### src/rtl/ram256_wb_ctrl.sv
// Wishbone classic slave front-end for a RAM256 macro. The RAM-side signals and the ack are registered.
// Each transfer takes four cycles: request, RAM access, response and ack.
module ram256_wb_ctrl #(
  parameter int WSIZE    = 4,
  parameter int AW       = 8,
  parameter int ADDR_LSB = 2
) (
  input  logic                 wb_clk_i,
  input  logic                 wb_rst_i,
  input  logic                 wb_cyc_i,
  input  logic                 wb_stb_i,
  input  logic                 wb_we_i,
  input  logic [WSIZE-1:0]     wb_sel_i,
  input  logic [31:0]          wb_adr_i,
  input  logic [WSIZE*8-1:0]   wb_dat_i,
  output logic [WSIZE*8-1:0]   wb_dat_o,
  output logic                 wb_ack_o,
  output logic                 ram_en0,
  output logic [WSIZE-1:0]     ram_we0,
  output logic [AW-1:0]        ram_a0,
  output logic [WSIZE*8-1:0]   ram_di0,
  input  logic [WSIZE*8-1:0]   ram_do0
);

  localparam int DW = WSIZE * 8;

  typedef enum logic [1:0] {IDLE, REQ, RESP, ACK} state_t;

  state_t            state_q;
  logic              we_q;
  logic              ack_q;
  logic [DW-1:0]     rdat_q;
  logic              en_q;
  logic [WSIZE-1:0]  we0_q;
  logic [AW-1:0]     a0_q;
  logic [DW-1:0]     di_q;

  // Byte-offset bits and bits above the RAM's word index are ignored.
  logic unused_adr;
  assign unused_adr = ^{wb_adr_i[31:AW+ADDR_LSB], wb_adr_i[ADDR_LSB-1:0]};

  always_ff @(posedge wb_clk_i or posedge wb_rst_i) begin
    if (wb_rst_i) begin
      state_q <= IDLE;
      we_q    <= 1'b0;
      ack_q   <= 1'b0;
      rdat_q  <= '0;
      en_q    <= 1'b0;
      we0_q   <= '0;
      a0_q    <= '0;
      di_q    <= '0;
    end else begin
      case (state_q)
        IDLE: begin
          if (wb_cyc_i && wb_stb_i) begin
            we_q    <= wb_we_i;
            en_q    <= 1'b1;
            a0_q    <= wb_adr_i[AW+ADDR_LSB-1:ADDR_LSB];
            di_q    <= wb_dat_i;
            we0_q   <= wb_we_i ? wb_sel_i : '0;
            state_q <= REQ;
          end
        end
        REQ: begin
          // The RAM commits on this edge, so an aborted write still lands.
          en_q    <= 1'b0;
          we0_q   <= '0;
          state_q <= wb_cyc_i ? RESP : IDLE;
        end
        RESP: begin
          if (!wb_cyc_i) begin
            state_q <= IDLE;
          end else begin
            if (!we_q) rdat_q <= ram_do0;
            ack_q   <= 1'b1;
            state_q <= ACK;
          end
        end
        ACK: begin
          ack_q   <= 1'b0;
          state_q <= IDLE;
        end
        default: state_q <= IDLE;
      endcase
    end
  end

  assign wb_dat_o = rdat_q;
  assign wb_ack_o = ack_q;
  assign ram_en0  = en_q;
  assign ram_we0  = we0_q;
  assign ram_a0   = a0_q;
  assign ram_di0  = di_q;

endmodule

### config.mk
export PLATFORM = sky130hd
export DESIGN_NAME = ram256_wb_ctrl
export DESIGN_NICKNAME = d
export VERILOG_FILES = /design/src/rtl/ram256_wb_ctrl.sv
export SDC_FILE = /design/constraint.sdc
export NUM_CORES = 1
export LEC_CHECK = 0
export ABC_CLOCK_PERIOD_IN_PS = 5480
export CAP_MARGIN = 20
export CORE_MARGIN = 8
export CORE_UTILIZATION = 40
export CTS_CLUSTER_DIAMETER = 150
export CTS_CLUSTER_SIZE = 12
export DETAILED_ROUTE_END_ITERATION = 8
export PLACE_DENSITY_LB_ADDON = 0.05
export SKIP_CTS_REPAIR_TIMING = 1
export SLEW_MARGIN = 10
export SYNTH_ARGS = -nofsm -noshare
export SYNTH_HDL_FRONTEND = slang
export SYNTH_SLANG_ARGS = --single-unit
### constraint.sdc
create_clock -name wb_clk_i -period 5.48 [get_ports wb_clk_i]
set_input_delay 1.096 -clock wb_clk_i [delete_from_list [all_inputs] [get_ports wb_clk_i]]
set_output_delay 1.096 -clock wb_clk_i [all_outputs]
set_load 0.02 [all_outputs]
==> reports/results.ini <==
[status]
status = finished clean

[logic_synthesis]
ys_types = 15
synth_fa_ha_area_share_pct = 0
async_reset_ff_share_pct = 100.0
synth_top_flop_cell = dfrtp_1
ys_seq_elements = 81
yosys_warnings = 0
yosysSeqAreaShare_pct = 65.69
synthTopCellsByArea = dfrtp_1, mux2_2, buf_6, nand2_1, nand3_1
synth_edf_count = 0
synthXorXnorAreaFrac_pct = 0
synth_top_area_share_pct = 65.69
yosys.area_share.simple_pct = 3.447
synth.avg_cell_area_um2 = 16.41
syn_area_mm2 = 0.003085
synth_commonest_cells = dfrtp_1, mux2_2, buf_6
netlist_instances = 188
muxShareOfSynthArea_pct = 26.64
synth_top_family_by_area = multiplexers
synth_top_area_cell = dfrtp_1
synth.net_count = 293
synth_compound_area_share_pct = 1.217
synth_most_common_cell = dfrtp_1

[global_route]
overflow = 0
grt_max_degree = 51
grt_pass1_wl_um = 12300
grt_util_all_layers_pct = 14.24
antenna_found_initial = 0
grt_pass1_vias = 2328

[floorplan]
die_h_um = 103.8
start_util_pct = 40.56
boundaryPins = 183
dieWidth_um = 103.8
rows = 32
dieArea_mm2 = 0.01078
core_mm2 = 0.007607

[cts]
cts_root_buffer = clkbuf_8
htreeDepth = 3
cts_tree = yes
clock_latency_ps = 340
cts.path.max_buffers = 2
clock_sinks = 81
cts_made_buffers = 9
clk_pin_slew_ps = 80

[placement]
place_ws_ps = 2286
place_congestion = 0.6749
portBuffers = 158
place_inst = 441
placed_area_mm2 = 0.004738
dpl.hpwl_um = 5651

[sta]
setup_tns_ps = 0
worst_slew_pin_slew_ps = 889.8
setup_violations = 0
fin_ws_ps = 2682
max_slew_margin_pct = 40.55
min_period_over_period_pct = 51.07
max_freq_mhz = 357.3
min_period_ps = 2798
finalMaxSlewViolations = 0
grt_setup_unrepaired = no
holdWs_ps = 503.6
hold_violations = 0
skew_ps = 11.17

[critical_path]
crit_arrival_ps = 3010
worstSetupPathType = in -> reg
cp_slowest_stage_delay_ps = 730
crit_chain = clkdlybuf4s50_1, nand4bb_4, mux2_2
worst_setup_path_end_kind = flop
crit_slowest_cell = nand4bb_4
cp-start-kind = primary input
required_ps = 5690
critPathMaxFanout = 50

[power]
power_frac_clock_pct = 20.3
power_leakage_nw = 2.063
seq_power_share_pct = 38.7
finalPower_mw = 2.283
ir_worst_vdd_v = 0.0001972
internal_power_mw = 1.575
switching_share_pct = 31.02
power.density_mw_per_mm2 = 461.4
p_switching_mw = 0.7082
p_comb_share_pct = 41.0

[cells_and_area]
final_util_pct = 65.05
syn2layout_area_growth_pct = 60.38
stdcell_count = 456
nNetsFinal = 455
design_area_mm2 = 0.004949
n_antenna_cell = 0
final_layout_size_suffix_gt1_share_pct = 25.99

[route]
route.met3.wl_um = 701
routed_via_density = 4.634
routedWlPerCell_um = 16.63
wl_um = 7584
antenna_left = 0
via_count = 2113
highest_layer = met4
dr_wl_met2_um = 3529
drt-met1-wl_um = 3251
dr.first_iter.drc_count = 51
drc = 0
drt_first_pass_iters = 4

[job]
drv_cap = 0

[hold_path]
hp-class = reg -> reg

==> cells in the final DEF, fill, tap and decap left out <==
cell type / n
nor3b_4: 1
clkbuf_8: 10
clkdlybuf4s50_1: 158
nand4bb_4: 1
mux2_2: 73
clkbuf_1: 2
a21oi_1: 2
nor2_1: 2
buf_4: 2
nand2_1: 6
clkinv_2: 2
bufinv_16: 2
a21boi_0: 1
dfrtp_1: 81
nand3_1: 4
o21ai_0: 4
nand2b_4: 1
nand2b_1: 2
==> layer usage <==
metal / vias to the layer above / GRT usage, %
li1: 975 / -
met1: 1031 / 16.84
met2: 97 / 22.23
met3: 10 / 5.948
met4: 0 / 6.205
met5: - / 0
==> flip-flops by register name, indices dropped and copies added (netlist names) <==
register / cells
wb_ack_o: 1
ram_a0: 8
wb_dat_o: 32
ram_di0: 32
ram_we0: 4
ram_en0: 1
state_q: 2
we_q: 1
==> kinds of logic after synthesis <==
kind of cell	Yosys count
flops	81
mux	73
simple gates	17
buf+inv	10
compound gates	7
==> layout make-up <==
cell class | instances | area, um2
Timing Repair Buffer | 160 | 1597
Sequential cell | 81 | 2027
Fill cell | 586 | 2659
Clock buffer | 12 | 145.1
Multi-Input combinational cell | 97 | 982.2
Tap cell | 102 | 127.6
Inverter | 1 | 5.005
Clock inverter | 3 | 65.06
==> worst max-delay path, delay by kind of cell <==
family        cells  cell delay, ps
simple gates      1             730
buf+inv           1             610
mux               1             560
==> power by group through the flow <==
stage,combinational (mW),sequential (mW),clock [mW]
after global placement,0.944,0.886,0
after global routing,0.985,0.916,0.501
final,0.936,0.884,0.463
after floorplan,0.202,1.14,0
after CTS,0.953,0.885,0.482
after detailed placement,0.951,0.898,0
==> path summary, 6_finish.rpt <==
check | from | endpoint | slack (ps) | depth (start not counted)
setup / recovery | wb_cyc_i | ram_di0[26] | 2680 | 3
hold / removal | ram_en0 | ram_en0 | 500 | 2
setup reg to reg | state_q[1] | ram_di0[26] | 3510 | 2
hold reg to reg | ram_en0 | ram_en0 | 500 | 2
max in group asynchronous | wb_rst_i | wb_dat_o[8] | 3320 | 3
min in group asynchronous | wb_rst_i | wb_dat_o[7] | 1160 | 2
(Power assumes the default switching activity.)
